## src/rtl/kb_pkg.sv

```systemverilog
// Shared PS/2 keyboard definitions: prefix bytes, decoder states and the
// queued event layout {ext, brk, code}.
package kb_pkg;

  localparam logic [7:0]  KB_PFX_EXT = 8'hE0;
  localparam logic [7:0]  KB_PFX_BRK = 8'hF0;
  localparam int unsigned KB_CODE_W  = 8;
  localparam int unsigned KB_EVENT_W = KB_CODE_W + 2;

  typedef struct packed {
    logic                 ext;
    logic                 brk;
    logic [KB_CODE_W-1:0] code;
  } kb_event_t;

  typedef enum logic [1:0] {
    ST_IDLE    = 2'd0,
    ST_EXT     = 2'd1,
    ST_BRK     = 2'd2,
    ST_EXT_BRK = 2'd3
  } kb_state_t;

  function automatic kb_event_t kb_make_event(input logic ext, input logic brk,
                                              input logic [KB_CODE_W-1:0] code);
    kb_event_t ev;
    ev.ext  = ext;
    ev.brk  = brk;
    ev.code = code;
    return ev;
  endfunction

endpackage

```

## src/rtl/kb_event_fifo.sv

```systemverilog
// First-word-fall-through queue with registered head, empty, full and count.
// Push into a full queue is accepted only when a pop happens on the same edge.
module kb_event_fifo #(
  parameter int unsigned WIDTH = 10,
  parameter int unsigned DEPTH = 4
) (
  input  logic                       clk,
  input  logic                       reset,
  input  logic                       wr_en,
  input  logic [WIDTH-1:0]           wr_data,
  input  logic                       rd_en,
  output logic [WIDTH-1:0]           rd_data,
  output logic                       empty,
  output logic                       full,
  output logic [$clog2(DEPTH):0]     count
);

  localparam int unsigned AW = $clog2(DEPTH);
  localparam int unsigned CW = AW + 1;

  logic [WIDTH-1:0] mem [DEPTH];
  logic [AW-1:0]    wr_ptr;
  logic [AW-1:0]    rd_ptr;
  logic [AW-1:0]    rd_ptr_nxt;
  logic [CW-1:0]    count_nxt;
  logic [WIDTH-1:0] head_nxt;
  logic             do_push;
  logic             do_pop;

  // Accept/advance decisions and the head value visible after this edge.
  always_comb begin
    do_pop     = rd_en & ~empty;
    do_push    = wr_en & (~full | do_pop);
    rd_ptr_nxt = do_pop ? rd_ptr + AW'(1) : rd_ptr;
    count_nxt  = count + CW'(do_push) - CW'(do_pop);
    head_nxt   = '0;
    if (count_nxt != '0) begin
      // A push into a queue that is (or is becoming) empty lands directly at the head.
      if (do_push && ((count - CW'(do_pop)) == '0)) head_nxt = wr_data;
      else                                          head_nxt = mem[rd_ptr_nxt];
    end
  end

  always_ff @(posedge clk) begin
    if (do_push) mem[wr_ptr] <= wr_data;
  end

  always_ff @(posedge clk or posedge reset) begin
    if (reset) begin
      wr_ptr  <= '0;
      rd_ptr  <= '0;
      count   <= '0;
      rd_data <= '0;
      empty   <= 1'b1;
      full    <= 1'b0;
    end else begin
      if (do_push) wr_ptr <= wr_ptr + AW'(1);
      rd_ptr  <= rd_ptr_nxt;
      count   <= count_nxt;
      rd_data <= head_nxt;
      empty   <= (count_nxt == '0);
      full    <= (count_nxt == CW'(DEPTH));
    end
  end

endmodule

```

## src/rtl/kb_event_ctrl.sv

```systemverilog
// PS/2 scan-code decoder: folds E0/F0 prefixes into key events and queues them
// for a consumer, throttling the receiver before the queue can overflow.
module kb_event_ctrl
  import kb_pkg::*;
#(
  parameter int unsigned FIFO_DEPTH  = 4,
  parameter int unsigned TIMEOUT_CYC = 1_000_000
) (
  input  logic       clk,
  input  logic       reset,
  input  logic       scan_done_tick,
  input  logic [7:0] scan_code,
  input  logic       rd_event,
  output logic       rx_en,
  output logic       event_valid,
  output logic [7:0] event_code,
  output logic       event_ext,
  output logic       event_brk,
  output logic       overflow
);

  localparam int unsigned CW = $clog2(FIFO_DEPTH) + 1;
  localparam int unsigned TW = (TIMEOUT_CYC > 1) ? $clog2(TIMEOUT_CYC) : 1;

  kb_state_t               state;
  logic [TW-1:0]           tmo_cnt;
  logic                    push_c;
  kb_event_t               push_ev_c;
  logic [KB_EVENT_W-1:0]   head_raw;
  kb_event_t               head_ev;
  logic                    fifo_empty;
  logic                    fifo_full;
  logic [CW-1:0]           fifo_count;
  logic                    do_pop_c;
  logic                    do_push_c;
  logic [CW-1:0]           occ_nxt_c;

  // Byte classification: which bytes complete an event, and with what flags.
  always_comb begin
    push_c    = 1'b0;
    push_ev_c = '0;
    if (scan_done_tick) begin
      unique case (state)
        ST_IDLE: begin
          push_c    = (scan_code != KB_PFX_EXT) && (scan_code != KB_PFX_BRK);
          push_ev_c = kb_make_event(1'b0, 1'b0, scan_code);
        end
        ST_EXT: begin
          push_c    = (scan_code != KB_PFX_EXT) && (scan_code != KB_PFX_BRK);
          push_ev_c = kb_make_event(1'b1, 1'b0, scan_code);
        end
        ST_BRK: begin
          push_c    = 1'b1;
          push_ev_c = kb_make_event(1'b0, 1'b1, scan_code);
        end
        ST_EXT_BRK: begin
          push_c    = 1'b1;
          push_ev_c = kb_make_event(1'b1, 1'b1, scan_code);
        end
        default: ;
      endcase
    end
  end

  // Prefix FSM; a stalled prefix is abandoned after TIMEOUT_CYC quiet cycles.
  always_ff @(posedge clk or posedge reset) begin
    if (reset) begin
      state   <= ST_IDLE;
      tmo_cnt <= '0;
    end else if (scan_done_tick) begin
      tmo_cnt <= '0;
      unique case (state)
        ST_IDLE: begin
          if (scan_code == KB_PFX_EXT)      state <= ST_EXT;
          else if (scan_code == KB_PFX_BRK) state <= ST_BRK;
        end
        ST_EXT: begin
          if (scan_code == KB_PFX_BRK)      state <= ST_EXT_BRK;
          else if (scan_code != KB_PFX_EXT) state <= ST_IDLE;
        end
        ST_BRK, ST_EXT_BRK: state <= ST_IDLE;
        default:            state <= ST_IDLE;
      endcase
    end else if (state != ST_IDLE) begin
      if (tmo_cnt == TW'(TIMEOUT_CYC - 1)) begin
        state   <= ST_IDLE;
        tmo_cnt <= '0;
      end else begin
        tmo_cnt <= tmo_cnt + TW'(1);
      end
    end else begin
      tmo_cnt <= '0;
    end
  end

  kb_event_fifo #(
    .WIDTH (KB_EVENT_W),
    .DEPTH (FIFO_DEPTH)
  ) u_fifo (
    .clk     (clk),
    .reset   (reset),
    .wr_en   (push_c),
    .wr_data (push_ev_c),
    .rd_en   (rd_event),
    .rd_data (head_raw),
    .empty   (fifo_empty),
    .full    (fifo_full),
    .count   (fifo_count)
  );

  assign head_ev    = kb_event_t'(head_raw);
  assign event_code = head_ev.code;
  assign event_ext  = head_ev.ext;
  assign event_brk  = head_ev.brk;

  // Mirror of the queue's accept rules so status flags can be registered.
  always_comb begin
    do_pop_c  = rd_event & ~fifo_empty;
    do_push_c = push_c & (~fifo_full | do_pop_c);
    occ_nxt_c = fifo_count + CW'(do_push_c) - CW'(do_pop_c);
  end

  always_ff @(posedge clk or posedge reset) begin
    if (reset) begin
      event_valid <= 1'b0;
      rx_en       <= 1'b1;
      overflow    <= 1'b0;
    end else begin
      event_valid <= (occ_nxt_c != '0);
      rx_en       <= (occ_nxt_c < CW'(FIFO_DEPTH - 1));
      overflow    <= overflow | (push_c & fifo_full & ~do_pop_c);
    end
  end

endmodule

```

## config.mk

```make
export PLATFORM = sky130hd
export DESIGN_NAME = kb_event_ctrl
export DESIGN_NICKNAME = d
export VERILOG_FILES = /design/src/rtl/kb_pkg.sv /design/src/rtl/kb_event_fifo.sv /design/src/rtl/kb_event_ctrl.sv
export SDC_FILE = /design/constraint.sdc
export NUM_CORES = 1
export LEC_CHECK = 0
export ABC_CLOCK_PERIOD_IN_PS = 8300
export CORE_ASPECT_RATIO = 0.75
export CORE_MARGIN = 4
export CORE_UTILIZATION = 28
export DETAILED_ROUTE_END_ITERATION = 8
export PLACE_DENSITY = 0.53
export SLEW_MARGIN = 20
export SYNTH_ARGS = -nofsm -noshare
export SYNTH_HDL_FRONTEND = slang
export SYNTH_SLANG_ARGS = --single-unit
```

## constraint.sdc

```tcl
create_clock -name clk -period 8.3 [get_ports clk]
set_input_delay 0.83 -clock clk [delete_from_list [all_inputs] [get_ports clk]]
set_output_delay 0.83 -clock clk [all_outputs]
set_load 0.01 [all_outputs]
```

==> summary by stage <==
Status
The run finished with clean final reports.

Min path
The worst hold path belongs to the class reg -> reg. Counting instances, the worst hold path has a depth of 1.

Placed design
The setup slack at placement is 4.28 ns. In this run the tool buffered the top-level ports with 24 buffer cells. The last weighted congestion value of the routability-driven placer is slightly below 0.8. The post-placement cell count is approximately 480. The half-perimeter wire length of the detailed placement result is ~5.2 mm.

Timing
The shortest period the worst path allows is roughly 3.7 ns. The accumulated negative setup slack is 0 ns. Setup repair after global routing left no endpoint under its margin. The setup clock skew after layout is 0.00621 ns. The total count of hold-check failures in the final report is 0.

The final clock period utilization by the worst path is ~44%. For the pin with the worst max-slew slack, the measured transition is 0.943 ns. Setup violations remaining at the end of the flow were counted as 0. The worst hold margin is 0.492 ns. The number of pins with negative max-slew slack in the final report came to 0. Across all setup checks in the final design, the least slack found is between 4 and 5 ns. The highest clock frequency the design can meet is 0.271 GHz.

Measured against its own limit, the worst slew margin works out to 37.0%.

Clock tree
The clock net in this run drives a total of 84 sinks. After clock tree synthesis, the flow added hold-fix buffers numbering 0. At the later pin of the worst-skew pair, clock insertion delay measures 0.34 ns.

The deepest level of the CTS H-tree is 3. The clock transition at the registers of the reported paths is ~0.06 ns. The count of buffers added by post-CTS timing repair for setup is 0. The number of buffers added by the clock tree synthesis step is 9. The post-cts sizing count is 0. The master cell of the clock root buffer is clkbuf_16. In this run the deepest clock path goes through 2 buffers. TritonCTS built the clock tree.

Drt
The post-detailed-route via-to-cell ratio is 4.41. For this run, design rule violations remaining after detail routing come to 0. The starting DRC count in detailed routing is 141. Before antenna repair, the detailed router went through 4 iterations. The detailed-route via count is 2172. The detailed-route wire length is 7.53 mm. The final antenna-violating net count is 0. In the final routed layout, each cell accounts on average for 15.3 um.

GRT
The pin count of the biggest net entering global routing is 45. The total routing resource utilization after global routing is 10.5%. Global routing finished with a remaining overflow of 0. The via count of the first global-routing pass is 2246. The first-pass GRT wire length is ~12 mm. The number of antenna violations at the first check in global routing is 0.

Floorplanning
The die height is 108 um. The cell row count is 36. The initial core utilization is about 29%. The floorplan die area is 15200 um2. Measured along the x axis, the die boundary spans 141 um. The core area is 13000 um2. The number of I/O pins is 25.

Logic synthesis
The main flop type after synthesis is dfrtp_1. In this run, synthesis inferred 40 flip-flops with an integrated enable. The commonest cells after synthesis are 42 x dfrtp_1, 40 x edfxtp_1, 27 x nand2_1. Summing the sequential cell areas from Yosys gives between 60% and 70% of the chip area. A synthesized cell averages 12.9 um2. The fraction of registers with async set or reset after synthesis is 52.4%. Summed over its instances, the top area cell type makes up 32.3% of the synthesized netlist area. The synthesized area is 3710 um2.

Synthesis produced a netlist with a net count of slightly above 300. The flip-flop and latch count after synthesis is 84. Among all cell types in the netlist, the one instantiated most often is dfrtp_1.

The number of instances in the synthesized netlist is around 290. The number of distinct standard cells referenced by the synthesized netlist is 48. The Yosys step of the flow raised 0 warnings. The cell type with the highest aggregate area in the netlist is edfxtp_1.

Yosys attributes the largest share of cell area to edfxtp_1 32%, dfrtp_1 28%, ha_1 3.0%.

Power and ir drop
The power density of the placed cells is 336 nW/um2. The leakage dissipation is 0.00168 uW. The internal cell power is 991 uW. The proportion of total power due to net switching is 33.6%.

The worst-case IR drop observed on VDD is 190 uV. The overall power after layout is 1490 uW. The share of total power in sequential cells is 38.9%. The net switching power of the design is between 500 and 600 uW. Combinational logic burns 33.9% of the power.

The relative contribution of the clock network to total power is approximately 27%.

Critical path
Counting cells, the worst reg-to-reg path comes to 10. The maximum fanout count along the critical path is 9. The required time of the worst setup path is between 8 and 9 ns. The data arrival at the endpoint of the critical path is 3.96 ns. The critical path is of the in -> reg type. The kind of capture point of the worst setup path is a register.

The kind of launch point of the worst setup path is an input port.

Cells and area
The total inserted antenna cells is 0. The multi-input combinational cell area is 1300 um2. Counting the fill cells in the layout gives about 1300. The sequential standard cell area is around 2300 um2.

The layout overhead on the synthesized area is 19.3%. Once layout is complete, the cells apart from fillers number approximately 490. In the final layout, the share of cells above drive strength 1 is 10.2%. The net count of the finished layout is ~340.

Run
The tool flagged a number of max-cap violations equal to 0.
==> metrics by stage <==
step                instance area, um2  utilization (%)
CTS                               4430             34.2
global route                      4430             34.2
global placement                  4130             31.9
detailed placement                4130             31.9
floorplan                         3710                -
finish                            4430             34.2
==> area by class of cell <==
type | count | area share, %
flip-flops and latches | 84 | 52.0
multi-input cells | 180 | 29.4
repair buffers | 25 | 5.59
clock buffers | 10 | 5.17
well taps | 171 | 4.83
clock inverters | 6 | 1.61
inverters | 17 | 1.44
==> power by group through the flow <==
stage	clock network (uW)	logic (uW)	registers, uW
final	406	506	580
after global routing	435	559	590
after CTS	416	514	581
after detailed placement	0	513	589
after global placement	0	505	588
after floorplan	0	342	589
==> flip-flops by register name, summed over array words and instances (netlist names) <==
signal / count
state: 2
overflow: 1
u_fifo.mem: 40
u_fifo.empty: 1
event_valid: 1
u_fifo.count: 3
tmo_cnt: 20
u_fifo.full: 1
u_fifo.wr_ptr: 2
u_fifo.rd_data: 10
rx_en: 1
u_fifo.rd_ptr: 2
==> worst max-delay path, stage by stage <==
cell	delay, ns
clkdlybuf4s50_1	0.41
or3_4	0.41
nor3_4	0.24
nor2_1	0.18
ha_1	0.25
fa_1	0.38
xor2_1	0.16
xnor2_1	0.38
nor3_4	0.11
nor2_2	0.38
a22o_1	0.22
==> cells by family (layout without fill, tap and decap cells) <==
logic type | Yosys count | after routing | synth area share (%)
AOI/OAI and AO/OA | 42 | 42 | 7.98
xor gates and xnor gates | 24 | 24 | 6.67
adders and majority gates | 10 | 10 | 3.57
DFF | 84 | 84 | 62.0
buffers and inverters | 23 | 58 | 2.90
and+or+nand+nor | 100 | 100 | 15.1
muxes | 4 | 4 | 1.75
==> final timing paths <==
check	startpoint	end	slack, ns
min in group asynchronous	reset	tmo_cnt[16]	1.02
max in group asynchronous	reset	u_fifo.rd_data[5]	6.68
hold reg to reg	tmo_cnt[0]	tmo_cnt[0]	0.49
hold / removal	tmo_cnt[0]	tmo_cnt[0]	0.49
setup / recovery	scan_code[0]	u_fifo.rd_data[8]	4.61
setup reg to reg	u_fifo.empty	u_fifo.rd_data[8]	5.28
==> cells in the final DEF (no fill, tap or decap), types with 2 or more instances in the layout <==
master and instances:
and2_1 13, edfxtp_1 40, and4_1 2, nor3_4 3, a22o_1 9, clkdlybuf4s50_1 24, nor2_1 24, dfrtp_1 42
nand2_1 27, mux2i_1 2, nor3_2 2, xnor2_1 10, ha_1 9, a31oi_1 9, clkbuf_16 9, and3_1 5
o41ai_1 2, a211oi_1 5, nor2b_4 2, mux2i_4 2, nor2b_1 3, inv_6 2, xnor2_4 2, dfstp_2 2
inv_1 15, nand3_1 8, xor2_1 12, o22ai_1 9, a21oi_1 3
==> metal layers <==
| metal | track usage [%] | part of all wire (%) |
|---|---|---|
| met4 | 3.53 | 1.1 |
| met2 | 15.7 | 47 |
| met3 | 2.58 | 3.6 |
| met1 | 14.9 | 48 |
| met5 | 0 | 0 |
Note: power is estimated with default switching activity, not from simulation.
